`config.mk`:
```
export PLATFORM = sky130hd
export DESIGN_NAME = iicmb_txn_sequencer_flat
export DESIGN_NICKNAME = d
export VERILOG_FILES = /design/src/rtl/iicmb_txn_sequencer_if.sv /design/src/rtl/iicmb_txn_sequencer.sv /design/src/flat_wrapper.sv
export SDC_FILE = /design/constraint.sdc
export NUM_CORES = 1
export LEC_CHECK = 0
export BUFFER_PORTS_ARGS = -buffer_cell sky130_fd_sc_hd__buf_2
export CAP_MARGIN = 20
export CORE_MARGIN = 1
export CORE_UTILIZATION = 40
export DETAILED_ROUTE_END_ITERATION = 10
export GPL_ROUTABILITY_DRIVEN = 0
export SLEW_MARGIN = 20
export SYNTH_ARGS = -nofsm -noshare
export SYNTH_HDL_FRONTEND = slang
export SYNTH_SLANG_ARGS = --single-unit
```
`constraint.sdc`:
```
create_clock -name clk_i -period 3.2 [get_ports clk_i]
set_input_delay 0.8 -clock clk_i [delete_from_list [all_inputs] [get_ports clk_i]]
set_output_delay 0.8 -clock clk_i [all_outputs]
set_load 0.02 [all_outputs]
```
`src/rtl/iicmb_txn_sequencer_if.sv`:
```
//------------------------------------------------------------------------------
// Module : iicmb_txn_sequencer_if
// Brief  : Wishbone master-side bus plus IICMB interrupt line.
// Rev    : 1.0
//------------------------------------------------------------------------------
`default_nettype none

interface iicmb_txn_sequencer_if #(
  parameter int WB_ADDR_WIDTH = 2,
  parameter int WB_DATA_WIDTH = 8
);
  logic                     cyc_o;
  logic                     stb_o;
  logic                     we_o;
  logic [WB_ADDR_WIDTH-1:0] adr_o;
  logic [WB_DATA_WIDTH-1:0] dat_o;
  logic [WB_DATA_WIDTH-1:0] dat_i;
  logic                     ack_i;
  logic                     irq_i;

  modport master (
    output cyc_o, stb_o, we_o, adr_o, dat_o,
    input  dat_i, ack_i, irq_i
  );

  modport slave (
    input  cyc_o, stb_o, we_o, adr_o, dat_o,
    output dat_i, ack_i, irq_i
  );
endinterface

`default_nettype wire

```
`src/rtl/iicmb_txn_sequencer.sv`:
```
//------------------------------------------------------------------------------
// Module : iicmb_txn_sequencer
// Brief  : Runs a whole I2C transaction on the IICMB core over Wishbone.
// Rev    : 1.0
//------------------------------------------------------------------------------
`default_nettype none

module iicmb_txn_sequencer #(
  parameter int WB_ADDR_WIDTH  = 2,
  parameter int WB_DATA_WIDTH  = 8,
  parameter int I2C_ADDR_WIDTH = 7,
  parameter int LEN_WIDTH      = 8
) (
  input  wire                       clk_i,
  input  wire                       rst_n_i,
  input  wire                       req_valid_i,
  output logic                      req_ready_o,
  input  wire  [3:0]                req_bus_i,
  input  wire  [I2C_ADDR_WIDTH-1:0] req_addr_i,
  input  wire                       req_rd_i,
  input  wire  [LEN_WIDTH-1:0]      req_len_i,
  input  wire                       wdata_valid_i,
  input  wire  [WB_DATA_WIDTH-1:0]  wdata_i,
  output logic                      wdata_ready_o,
  output logic                      rdata_valid_o,
  output logic [WB_DATA_WIDTH-1:0]  rdata_o,
  output logic                      done_o,
  output logic [1:0]                err_o,
  iicmb_txn_sequencer_if.master     wb
);

  localparam logic [WB_ADDR_WIDTH-1:0] c_adr_csr  = WB_ADDR_WIDTH'(0);
  localparam logic [WB_ADDR_WIDTH-1:0] c_adr_dpr  = WB_ADDR_WIDTH'(1);
  localparam logic [WB_ADDR_WIDTH-1:0] c_adr_cmdr = WB_ADDR_WIDTH'(2);

  localparam logic [2:0] c_cmd_set_bus   = 3'b110;
  localparam logic [2:0] c_cmd_start     = 3'b100;
  localparam logic [2:0] c_cmd_write     = 3'b001;
  localparam logic [2:0] c_cmd_stop      = 3'b101;
  localparam logic [2:0] c_cmd_read_ack  = 3'b010;
  localparam logic [2:0] c_cmd_read_nack = 3'b011;

  localparam logic [1:0] c_err_ok  = 2'b00;
  localparam logic [1:0] c_err_nak = 2'b01;
  localparam logic [1:0] c_err_al  = 2'b10;
  localparam logic [1:0] c_err_err = 2'b11;

  typedef enum logic [3:0] {
    S_INIT, S_IDLE, S_SETBUS, S_CMD_WR, S_CMD_IRQ, S_CMD_RD,
    S_EVAL, S_ADDR, S_WD_WAIT, S_WD_DPR, S_RD_DPR, S_FIN
  } state_t;

  typedef enum logic [2:0] {
    PH_SETBUS, PH_START, PH_ADDR, PH_DATA, PH_STOP
  } phase_t;

  state_t                    r_state, w_next;
  phase_t                    r_phase, w_ph_val;
  logic [2:0]                r_cmd, w_cmd_val, w_rd_cmd;
  logic [LEN_WIDTH-1:0]      r_cnt;
  logic [3:0]                r_bus;
  logic [I2C_ADDR_WIDTH-1:0] r_addr;
  logic                      r_rd;
  logic [1:0]                r_err, w_err_val;
  logic [2:0]                r_stat;  // {NAK, AL, ERR}
  logic [WB_DATA_WIDTH-1:0]  r_wbyte;
  logic                      r_enabled;
  logic                      r_cyc, r_we;
  logic [WB_ADDR_WIDTH-1:0]  r_adr, w_adr;
  logic [WB_DATA_WIDTH-1:0]  r_dat, w_dat;
  logic [WB_DATA_WIDTH-1:0]  r_rdata;
  logic                      r_rdata_vld;
  logic                      w_acc, w_we, w_ack;
  logic                      w_cmd_ld, w_cnt_dec, w_err_ld, w_req_ld, w_wbyte_ld;
  logic                      w_ready, w_wready, w_done;

  assign w_ack    = r_cyc & wb.ack_i;
  assign w_rd_cmd = (r_cnt == LEN_WIDTH'(1)) ? c_cmd_read_nack : c_cmd_read_ack;

  always_ff @(posedge clk_i or negedge rst_n_i) begin
    if (!rst_n_i) r_state <= S_INIT;
    else          r_state <= w_next;
  end

  always_comb begin
    w_next     = r_state;
    w_acc      = 1'b0;
    w_we       = 1'b0;
    w_adr      = c_adr_csr;
    w_dat      = '0;
    w_cmd_ld   = 1'b0;
    w_cmd_val  = r_cmd;
    w_ph_val   = r_phase;
    w_cnt_dec  = 1'b0;
    w_err_ld   = 1'b0;
    w_err_val  = r_err;
    w_req_ld   = 1'b0;
    w_wbyte_ld = 1'b0;
    w_ready    = 1'b0;
    w_wready   = 1'b0;
    w_done     = 1'b0;
    case (r_state)
      S_INIT: begin
        w_acc = 1'b1;
        w_we  = 1'b1;
        w_adr = c_adr_csr;
        w_dat = WB_DATA_WIDTH'(8'hC0);
        if (w_ack) w_next = S_IDLE;
      end
      S_IDLE: begin
        w_ready = r_enabled;
        if (req_valid_i && r_enabled) begin
          w_req_ld = 1'b1;
          w_next   = S_SETBUS;
        end
      end
      S_SETBUS: begin
        w_acc = 1'b1;
        w_we  = 1'b1;
        w_adr = c_adr_dpr;
        w_dat = WB_DATA_WIDTH'(r_bus);
        if (w_ack) begin
          w_cmd_ld  = 1'b1;
          w_cmd_val = c_cmd_set_bus;
          w_ph_val  = PH_SETBUS;
          w_next    = S_CMD_WR;
        end
      end
      S_CMD_WR: begin
        w_acc = 1'b1;
        w_we  = 1'b1;
        w_adr = c_adr_cmdr;
        w_dat = WB_DATA_WIDTH'(r_cmd);
        if (w_ack) w_next = S_CMD_IRQ;
      end
      S_CMD_IRQ: if (wb.irq_i) w_next = S_CMD_RD;
      S_CMD_RD: begin
        w_acc = 1'b1;
        w_adr = c_adr_cmdr;
        if (w_ack) w_next = S_EVAL;
      end
      S_EVAL: begin
        // Only the first error is kept; AL skips the stop since the bus is lost.
        if (r_stat[1]) begin
          w_err_ld  = (r_err == c_err_ok);
          w_err_val = c_err_al;
          w_next    = S_FIN;
        end else if (r_stat[2] || r_stat[0]) begin
          w_err_ld  = (r_err == c_err_ok);
          w_err_val = r_stat[0] ? c_err_err : c_err_nak;
          if (r_phase == PH_STOP) begin
            w_next = S_FIN;
          end else begin
            w_cmd_ld  = 1'b1;
            w_cmd_val = c_cmd_stop;
            w_ph_val  = PH_STOP;
            w_next    = S_CMD_WR;
          end
        end else begin
          case (r_phase)
            PH_SETBUS: begin
              w_cmd_ld  = 1'b1;
              w_cmd_val = c_cmd_start;
              w_ph_val  = PH_START;
              w_next    = S_CMD_WR;
            end
            PH_START: w_next = S_ADDR;
            PH_ADDR: begin
              w_cmd_ld = 1'b1;
              w_next   = S_CMD_WR;
              if (r_cnt == '0) begin
                w_cmd_val = c_cmd_stop;
                w_ph_val  = PH_STOP;
              end else if (r_rd) begin
                w_cmd_val = w_rd_cmd;
                w_ph_val  = PH_DATA;
                w_cnt_dec = 1'b1;
              end else begin
                w_cmd_ld = 1'b0;
                w_next   = S_WD_WAIT;
              end
            end
            PH_DATA: begin
              if (r_rd) begin
                w_next = S_RD_DPR;
              end else if (r_cnt == '0) begin
                w_cmd_ld  = 1'b1;
                w_cmd_val = c_cmd_stop;
                w_ph_val  = PH_STOP;
                w_next    = S_CMD_WR;
              end else begin
                w_next = S_WD_WAIT;
              end
            end
            default: w_next = S_FIN;
          endcase
        end
      end
      S_ADDR: begin
        w_acc = 1'b1;
        w_we  = 1'b1;
        w_adr = c_adr_dpr;
        w_dat = WB_DATA_WIDTH'({r_addr, r_rd});
        if (w_ack) begin
          w_cmd_ld  = 1'b1;
          w_cmd_val = c_cmd_write;
          w_ph_val  = PH_ADDR;
          w_next    = S_CMD_WR;
        end
      end
      S_WD_WAIT: begin
        w_wready = wdata_valid_i;
        if (wdata_valid_i) begin
          w_wbyte_ld = 1'b1;
          w_next     = S_WD_DPR;
        end
      end
      S_WD_DPR: begin
        w_acc = 1'b1;
        w_we  = 1'b1;
        w_adr = c_adr_dpr;
        w_dat = r_wbyte;
        if (w_ack) begin
          w_cmd_ld  = 1'b1;
          w_cmd_val = c_cmd_write;
          w_ph_val  = PH_DATA;
          w_cnt_dec = 1'b1;
          w_next    = S_CMD_WR;
        end
      end
      S_RD_DPR: begin
        w_acc = 1'b1;
        w_adr = c_adr_dpr;
        if (w_ack) begin
          w_cmd_ld = 1'b1;
          w_next   = S_CMD_WR;
          if (r_cnt == '0) begin
            w_cmd_val = c_cmd_stop;
            w_ph_val  = PH_STOP;
          end else begin
            w_cmd_val = w_rd_cmd;
            w_ph_val  = PH_DATA;
            w_cnt_dec = 1'b1;
          end
        end
      end
      S_FIN: begin
        w_done = 1'b1;
        w_next = S_IDLE;
      end
      default: w_next = S_INIT;
    endcase
  end

  always_ff @(posedge clk_i or negedge rst_n_i) begin
    if (!rst_n_i) begin
      r_cyc       <= 1'b0;
      r_we        <= 1'b0;
      r_adr       <= '0;
      r_dat       <= '0;
      r_rdata     <= '0;
      r_rdata_vld <= 1'b0;
      r_stat      <= '0;
      r_enabled   <= 1'b0;
      r_bus       <= '0;
      r_addr      <= '0;
      r_rd        <= 1'b0;
      r_cnt       <= '0;
      r_err       <= c_err_ok;
      r_cmd       <= '0;
      r_phase     <= PH_SETBUS;
      r_wbyte     <= '0;
    end else begin
      // Strobes drop on the ack cycle; the next access starts one idle cycle later.
      if (r_cyc) begin
        if (wb.ack_i) r_cyc <= 1'b0;
      end else if (w_acc) begin
        r_cyc <= 1'b1;
        r_we  <= w_we;
        r_adr <= w_adr;
        r_dat <= w_dat;
      end
      r_rdata_vld <= 1'b0;
      if (r_state == S_RD_DPR && w_ack) begin
        r_rdata_vld <= 1'b1;
        r_rdata     <= wb.dat_i;
      end
      if (r_state == S_CMD_RD && w_ack) r_stat <= wb.dat_i[6:4];
      if (r_state == S_INIT && w_ack) r_enabled <= 1'b1;
      if (w_req_ld) begin
        r_bus  <= req_bus_i;
        r_addr <= req_addr_i;
        r_rd   <= req_rd_i;
        r_cnt  <= req_len_i;
        r_err  <= c_err_ok;
      end
      if (w_cmd_ld) begin
        r_cmd   <= w_cmd_val;
        r_phase <= w_ph_val;
      end
      if (w_cnt_dec)  r_cnt   <= r_cnt - LEN_WIDTH'(1);
      if (w_err_ld)   r_err   <= w_err_val;
      if (w_wbyte_ld) r_wbyte <= wdata_i;
    end
  end

  assign req_ready_o   = w_ready;
  assign wdata_ready_o = w_wready;
  assign rdata_valid_o = r_rdata_vld;
  assign rdata_o       = r_rdata;
  assign done_o        = w_done;
  assign err_o         = w_done ? r_err : c_err_ok;

  assign wb.cyc_o = r_cyc;
  assign wb.stb_o = r_cyc;
  assign wb.we_o  = r_we;
  assign wb.adr_o = r_adr;
  assign wb.dat_o = r_dat;

endmodule

`default_nettype wire

```
`src/flat_wrapper.sv`:
```
// flat-port wrapper written by rule: the top's interface ports become plain ports
module iicmb_txn_sequencer_flat 
#(
  parameter int WB_ADDR_WIDTH  = 2,
  parameter int WB_DATA_WIDTH  = 8,
  parameter int I2C_ADDR_WIDTH = 7,
  parameter int LEN_WIDTH      = 8
)
  (clk_i, rst_n_i, req_valid_i, req_ready_o, req_bus_i, req_addr_i, req_rd_i, req_len_i, wdata_valid_i, wdata_i, wdata_ready_o, rdata_valid_o, rdata_o, done_o, err_o, wb_cyc_o, wb_stb_o, wb_we_o, wb_adr_o, wb_dat_o, wb_dat_i, wb_ack_i, wb_irq_i);
  iicmb_txn_sequencer_if #(.WB_ADDR_WIDTH(WB_ADDR_WIDTH), .WB_DATA_WIDTH(WB_DATA_WIDTH)) wb_i ();
  input  wire clk_i;
  input  wire rst_n_i;
  input  wire req_valid_i;
  output logic req_ready_o;
  input  wire  [3:0] req_bus_i;
  input  wire  [I2C_ADDR_WIDTH-1:0] req_addr_i;
  input  wire req_rd_i;
  input  wire  [LEN_WIDTH-1:0] req_len_i;
  input  wire wdata_valid_i;
  input  wire  [WB_DATA_WIDTH-1:0] wdata_i;
  output logic wdata_ready_o;
  output logic rdata_valid_o;
  output logic [WB_DATA_WIDTH-1:0] rdata_o;
  output logic done_o;
  output logic [1:0] err_o;
  output wire logic [$bits(wb_i.cyc_o)-1:0] wb_cyc_o;
  output wire logic [$bits(wb_i.stb_o)-1:0] wb_stb_o;
  output wire logic [$bits(wb_i.we_o)-1:0] wb_we_o;
  output wire logic [$bits(wb_i.adr_o)-1:0] wb_adr_o;
  output wire logic [$bits(wb_i.dat_o)-1:0] wb_dat_o;
  input wire logic [$bits(wb_i.dat_i)-1:0] wb_dat_i;
  input wire logic [$bits(wb_i.ack_i)-1:0] wb_ack_i;
  input wire logic [$bits(wb_i.irq_i)-1:0] wb_irq_i;
  assign wb_cyc_o = wb_i.cyc_o;
  assign wb_stb_o = wb_i.stb_o;
  assign wb_we_o = wb_i.we_o;
  assign wb_adr_o = wb_i.adr_o;
  assign wb_dat_o = wb_i.dat_o;
  assign wb_i.dat_i = wb_dat_i;
  assign wb_i.ack_i = wb_ack_i;
  assign wb_i.irq_i = wb_irq_i;
  iicmb_txn_sequencer #(.WB_ADDR_WIDTH(WB_ADDR_WIDTH), .WB_DATA_WIDTH(WB_DATA_WIDTH), .I2C_ADDR_WIDTH(I2C_ADDR_WIDTH), .LEN_WIDTH(LEN_WIDTH)) u_core (.clk_i(clk_i), .rst_n_i(rst_n_i), .req_valid_i(req_valid_i), .req_ready_o(req_ready_o), .req_bus_i(req_bus_i), .req_addr_i(req_addr_i), .req_rd_i(req_rd_i), .req_len_i(req_len_i), .wdata_valid_i(wdata_valid_i), .wdata_i(wdata_i), .wdata_ready_o(wdata_ready_o), .rdata_valid_o(rdata_valid_o), .rdata_o(rdata_o), .done_o(done_o), .err_o(err_o), .wb(wb_i));
endmodule
```
==> summary.md, run 1 <==
| Metric | Value |
|---|---|
| TNS Setup | `0 ns` |
| Tot GR Track Use | `0.214` |
| Maximum clock path buffer count | `2` |
| CTS sink count | `65` |
| CTS H-Tree Depth | `3` |
| Main synth FF type | `dfrtp_1` |
| ANT nets after route | `0` |
| Post-placement cell area | `0.00398 mm²` |
| Post-CTS Hold Buffers | `0` |
| Layout filler cell count | `808` |
| CTS tree | `built` |
| Worst Clk Skew | `0.00645 ns` |
| CP Class | `reg2out` |
| Worst EP arrival | `1.84 ns` |
| Critical path's slowest cell | `dfrtp_1` |
| # diodes | `0` |
| Largest net degree at the start of global routing | `43` |
| Die H | `95.6 µm` |
| Number of synthesized flops with an enable pin | `0` |
| Post-Synthesis Cell Area | `0.00350 mm²` |
| Crit-path max FO | `24` |
| Total die area | `0.00913 mm²` |
| Worst min-delay path class | `in2async` |
| Final setup margin | `0.557 ns` |
| Peak supply drop | `325 µV` |
| First-pass GRT wire length | `14700 µm` |
| Iter 0 DRT Violations | `223` |
| Core area | `0.00834 mm²` |
| Util after Layout | `0.502` |
| Total of max-cap violations | `0` |
| Startpoint Class | `flop` |
| Syn_nets | `396` |
| Final total power | `0.00381 W` |
| Critical path capture point type | `output pin` |
| Overflow after GRT | `0` |
| Die X | `95.6 µm` |
| Setup violations, final | `0` |
| Vias in the first global route | `2881` |
| Yosys warning total | `0` |
| Via count | `3035` |
| Lkg Pwr | `2.01 nW` |
| Register area | `0.00163 mm²` |
| Place WS | `0.697 ns` |
| Post-synthesis sequential area ratio | `0.465` |
| Vias per std cell | `5.67` |
| Post-Syn Instances | `352` |
| Clk_lat worst skew | `0.35 ns` |
| DP HPWL | `6450 µm` |
| Mapped Avg Cell Area | `9.95 µm²` |
| Final hold vios | `0` |
| Layout cells sized above 1 | `0.307` |
| Most common cell on crit path | `buf_4` |
| Fmax | `0.378 GHz` |
| Clk root buf | `clkbuf_8` |
| Headroom to the max-slew limit | `0.469` |
| Pins Over Slew Limit | `0` |
| Critical Path RT | `2.40 ns` |
| Buffers on Ports | `68` |
| Largest delay share family, worst path | `buffers and inverters` |
| Unrepaired setup endpoints after global routing | `false` |
| Power per cell area | `910 mW/mm²` |
| Minimum clock period | `2.64 ns` |
| Worst path buffer plus inverter count | `4` |
| Total setup buffers inserted after CTS | `0` |
| I/O pins | `69` |
| Initial antenna violation count | `0` |
| Fin crit share | `0.826` |
| Status | `finished clean` |
| Slew @ Worst Pin | `0.794 ns` |
| Row count | `33` |
| Multi-input logic area | `0.00175 mm²` |
| Worst-path clk slew | `0.07 ns` |
| Async S/R FF share, synth | `1.00` |
| Post-Layout Inst Area | `0.00419 mm²` |
| Post-layout net count | `469` |
| Drc violations | `0` |
| Avg WL per Cell | `16.9 µm` |
| CTS Buf Count | `9` |
| Initial core utilization | `0.420` |
| Synth Register Bits | `65` |
| 1st-pass router iterations | `5` |
| CP Cell Sequence | `buf_4 -> nor2b_1 -> nand3_1 -> buf_4 -> inv_1 -> buf_2` |
| Area Overhead vs Synth | `19.6%` |
| CP max stage delay | `0.36 ns` |
| Total Wirelength | `9020 µm` |
| Distinct cell type count of the synthesized netlist | `66` |
| Resized Gates After CTS | `0` |
==> synthesized netlist by cell type, drive strengths merged (4+ instances only) <==
cell	count	area, µm²
a22o	12	105
o22ai	4	25.0
inv	10	37.5
buf	10	57.6
nor2b	5	31.3
nand3	10	50.1
o21ai	16	80.1
o31ai	4	30.0
dfrtp	65	1630
or2	4	25.0
clkbuf	8	30.0
and3	4	25.0
nor2	23	86.3
nand2	56	213
o211ai	9	67.6
a21oi	15	75.1
nand2b	4	25.0
nor4	6	58.8
or3	4	25.0
mux2i	6	60.1
mux2	25	300
==> final cells by class <==
cell class                 count  share of cell area
clock buffer                  11              0.0314
clock inverter                 5              0.0188
inverter                      11             0.00986
multi-input combinational    258               0.417
sequential                    65               0.388
tap                          105              0.0314
timing repair buffer          80               0.103
==> cells by family after synthesis <==
logic type	share of synthesized area
adders and majority gates	0.00715
DFF	0.465
AOI/OAI and AO/OA	0.199
and+or+nand+nor	0.190
muxes	0.103
buffers and inverters	0.0368
==> registers in the layout, indices dropped and copies added (netlist names), 3 cells and up <==
register         count
u_core.r_wbyte       8
u_core.r_addr        7
u_core.r_stat        3
u_core.r_phase       3
u_core.r_cmd         3
u_core.wb.dat_o      8
u_core.r_state       4
u_core.rdata_o       8
u_core.r_cnt         8
u_core.r_bus         4
==> power by group <==
group	total, W	switching (W)	internal (W)	leakage, nW
Sequential	0.00140	0.000290	0.00111	0.841
Combinational	0.00163	0.000973	0.000659	1.07
Clock	0.000781	0.000341	0.000440	0.108
Total	0.00381	0.00160	0.00221	2.01
==> metal layers <==
metal  GRT usage  vias up  share of wire
li1            -     1437              -
met1       0.309     1475           0.47
met2       0.311      109           0.44
met3      0.0470       14          0.067
met4      0.0833        0          0.018
met5           0        -              0
==> per-stage QoR <==
step | hold WS, ns | instances
after floorplan | 0.445 | 352
after global placement | 0.458 | 519
after detailed placement | 0.466 | 519
after CTS | 0.485 | 535
after global routing | 0.475 | 535
final | 0.434 | 535
==> placed cells by master (no fill, tap or decap), types with 3 or more instances in the layout <==
| cell | synthesis | layout |
|---|---|---|
| buf_2 | 4 | 67 |
| dfrtp_1 | 65 | 65 |
| nand2_1 | 55 | 55 |
| nor2_1 | 23 | 23 |
| mux2_2 | 20 | 20 |
| o21ai_0 | 16 | 16 |
| a21oi_1 | 15 | 15 |
| buf_4 | 2 | 13 |
| a22o_1 | 12 | 12 |
| inv_1 | 10 | 10 |
| nand3_1 | 10 | 10 |
| o211ai_1 | 9 | 9 |
| clkbuf_8 | 0 | 9 |
| mux2i_1 | 6 | 6 |
| nor2b_1 | 5 | 5 |
| mux2_4 | 5 | 5 |
| nand2b_1 | 4 | 4 |
| and3_1 | 4 | 4 |
| or3_1 | 4 | 4 |
| o22ai_1 | 4 | 4 |
| nor4_1 | 4 | 4 |
| o31ai_1 | 4 | 4 |
| a31oi_1 | 3 | 3 |
| a32o_1 | 3 | 3 |
==> path summary, 6_finish.rpt <==
path | start | to | slack, ns | cells after the start
min in group clk_i | u_core.r_addr[0] | u_core.r_addr[0] | 0.48 | 2
worst min-delay path | rst_n_i | u_core.r_state[3] | 0.43 | 1
max in group asynchronous | rst_n_i | u_core.r_addr[5] | 2.15 | 2
worst max-delay path | u_core.r_state[2] | wdata_ready_o | 0.56 | 6
worst min register to register | u_core.r_addr[0] | u_core.r_addr[0] | 0.48 | 2
worst max register to register | u_core.r_cnt[0] | u_core.r_cnt[4] | 0.68 | 7
Note: power is estimated with default switching activity, not from simulation.
==> run 2: changes to the inputs <==
Clock period 3.2 ns to 2.5 ns, I/O delays scaled along.
==> run 2 against run 1 <==
Worst hold slack lost 0.16 ns. Total power grew 34%. Sequential cell count is the same. Global-route usage shrank 0.47 points. Combinational power grew 35%. Via count shrank 0.13%. Count of clock-buffer cells in the layout grew 1. Clock skew grew 0.0025 ns. Wire length shrank 1.5%. Utilization grew 1.8 points. Die area is the same. Highest routed layer unchanged.
==> summary.md, run 2 (synthesis results as in run 1) <==
| Metric | Value |
|---|---|
| Minimum clock period | `2.34 ns` |
| Slew @ Worst Pin | `0.590 ns (was 0.794 ns)` |
| Switching power share of the total | `0.397 (was 0.421)` |
| Via count | `3031 (was 3035)` |
| Most common cell after layout, fill and taps aside | `buf_2 (unchanged)` |
| Resized Gates After CTS | `0 (unchanged)` |
| Layout cells sized above 1 | `0.333 (was 0.307)` |
| Die X | `95.6 µm (unchanged)` |
| Initial core utilization | `0.420 (unchanged)` |
| Overflow after GRT | `0 (unchanged)` |
| Unrepaired setup endpoints after global routing | `false (unchanged)` |
| Fin crit share | `0.935` |
| Crit-path max FO | `7 (was 24)` |
| Vias per std cell | `5.54 (was 5.67)` |
| Drc violations | `0 (unchanged)` |
| Pins Over Slew Limit | `0 (unchanged)` |
| Most frequent cells in the layout | `buf_2 (68), dfrtp_1 (65), nand2_1 (55) (was buf_2 (67), dfrtp_1 (65), nand2_1 (55))` |
| R2R Setup Slk | `0.16 ns (was 0.68 ns)` |
| Layout filler cell count | `809 (was 808)` |
| Power per cell area | `1180 mW/mm² (was 910 mW/mm²)` |
| Clk root buf | `clkbuf_8 (unchanged)` |
| Clk_lat worst skew | `0.34 ns (was 0.35 ns)` |
| First-pass GRT wire length | `14400 µm (was 14700 µm)` |
| Fmax | `0.428 GHz` |
| Buffers on Ports | `68 (unchanged)` |
| Multi-input logic area | `0.00175 mm² (about the same)` |
| ANT nets after route | `0 (unchanged)` |
| Setup violations, final | `0 (unchanged)` |
| Iter 0 DRT Violations | `165 (was 223)` |
| Total die area | `0.00913 mm² (unchanged)` |
| CTS H-Tree Depth | `3 (unchanged)` |
| Total of max-cap violations | `0 (unchanged)` |
| TNS Setup | `0 ns (unchanged)` |
| Largest net degree at the start of global routing | `66 (was 43)` |
| Status | `finished clean (unchanged)` |
| Post-placement cell area | `0.00408 mm² (was 0.00398 mm²)` |
| CP Class | `reg2reg (was reg2out)` |
| Post-CTS Hold Buffers | `0 (unchanged)` |
| Headroom to the max-slew limit | `0.605 (was 0.469)` |
| Sequential Power Share | `0.349 (was 0.367)` |
| Critical path capture point type | `flop (was output pin)` |
| Worst-path clk slew | `0.07 ns (about the same)` |
| Total Wirelength | `8880 µm (was 9020 µm)` |
| Worst EP arrival | `2.60 ns (was 1.84 ns)` |
| Startpoint Class | `flop (unchanged)` |
| Clk pwr share | `0.221 (was 0.205)` |
| Area Overhead vs Synth | `23.8% (was 19.6%)` |
| Logic pwr share | `0.431 (was 0.428)` |
| Post-Layout Inst Area | `0.00434 mm² (was 0.00419 mm²)` |
| Worst min-delay path class | `in2async (unchanged)` |
| Peak supply drop | `479 µV (was 325 µV)` |
| Initial antenna violation count | `0 (unchanged)` |
| Vias in the first global route | `2991 (was 2881)` |
| 1st-pass router iterations | `4 (was 5)` |
| Lkg Pwr | `2.09 nW (was 2.01 nW)` |
| Internal power | `0.00308 W (was 0.00221 W)` |
| CTS Buf Count | `9 (unchanged)` |
| CTS tree | `built (unchanged)` |
| Final hold slack | `0.269 ns (was 0.434 ns)` |
| # diodes | `0 (unchanged)` |
| Tot GR Track Use | `0.210 (was 0.214)` |
| Switching power | `0.00203 W (was 0.00160 W)` |
| Final hold vios | `0 (unchanged)` |
| Post-layout net count | `481 (was 469)` |
| Worst Clk Skew | `0.00891 ns (was 0.00645 ns)` |
| Avg WL per Cell | `16.2 µm (was 16.9 µm)` |
| CTS sink count | `65 (unchanged)` |
| Die H | `95.6 µm (unchanged)` |
| DP HPWL | `6480 µm (was 6450 µm)` |
| Critical Path RT | `2.76 ns (was 2.40 ns)` |
| Maximum clock path buffer count | `2 (unchanged)` |
| Total setup buffers inserted after CTS | `0 (unchanged)` |
| Core area | `0.00834 mm² (unchanged)` |
| Row count | `33 (unchanged)` |
| Register area | `0.00163 mm² (unchanged)` |
| I/O pins | `69 (unchanged)` |
-- run 2: changes by cell type in the layout (fill, tap and decap cells not counted), sizes merged --
cell | previous run | this run
buf | 80 | 92
clkinv | 3 | 2
clkbuf | 11 | 12
inv | 11 | 10
bufinv | 2 | 3
-- run 2: worst max-delay path, cell delays in order (launching register included) --
cell       delay [ns]
dfrtp_1          0.38
inv_1            0.12
ha_2             0.23
or3b_2           0.49
a2111oi_2        0.39
a21o_2           0.23
buf_4            0.18
o22ai_1          0.08
a31oi_1          0.16
-- run 2: power groups by stage --
stage | logic [W] | registers, W | clock network, W
after floorplan | 0.00152 | 0.00175 | 0
after global placement | 0.00216 | 0.00178 | 0
after detailed placement | 0.00219 | 0.00179 | 0
after CTS | 0.00220 | 0.00177 | 0.00115
after global routing | 0.00245 | 0.00183 | 0.00119
final | 0.00220 | 0.00178 | 0.00113
-- run 2: per-stage QoR --
stage | util | setup slack, ns | instances | total power (W)
2_1_floorplan | - | 0.249 | 352 | 0.00327
3_3_place_gp | 0.489 | 0.150 | 531 | 0.00394
3_5_place_dp | 0.489 | 0.0715 | 531 | 0.00398
4_1_cts | 0.519 | 0.0474 | 547 | 0.00512
5_1_grt | 0.520 | 0.00330 | 547 | 0.00547
6_report | 0.520 | 0.161 | 547 | 0.00511
-- run 2: final cells by class --
type,count,share of cell area
clock buffer,12,0.0358
timing repair buffer,92,0.123
inverter,11,0.00952
sequential,65,0.375
multi-input combinational,258,0.403
tap,105,0.0303
clock inverter,4,0.0228
-- run 2: routing by layer --
| layer | global-route usage | part of all wire | vias to the layer above | routed length, µm |
|---|---|---|---|---|
| met2 | 0.335 | 0.45 | 96 | 4040 |
| met1 | 0.281 | 0.48 | 1461 | 4220 |
| met3 | 0.0582 | 0.058 | 12 | 517 |
| met5 | 0 | 0 | - | 0 |
| li1 | - | - | 1462 | - |
| met4 | 0.0510 | 0.012 | 0 | 104 |
-- run 2: path summary, 6_finish.rpt --
| check | startpoint | end | depth (start not counted) |
|---|---|---|---|
| max | u_core.r_cnt[0] | u_core.r_cnt[0] | 8 |
| min | rst_n_i | u_core.r_enabled | 2 |
| max reg2reg | u_core.r_cnt[0] | u_core.r_cnt[0] | 8 |
| min reg2reg | u_core.wb.we_o | u_core.wb.we_o | 1 |
| max in group asynchronous | rst_n_i | u_core.r_phase[0] | 2 |
| min in group clk_i | req_addr_i[0] | u_core.r_addr[0] | 3 |
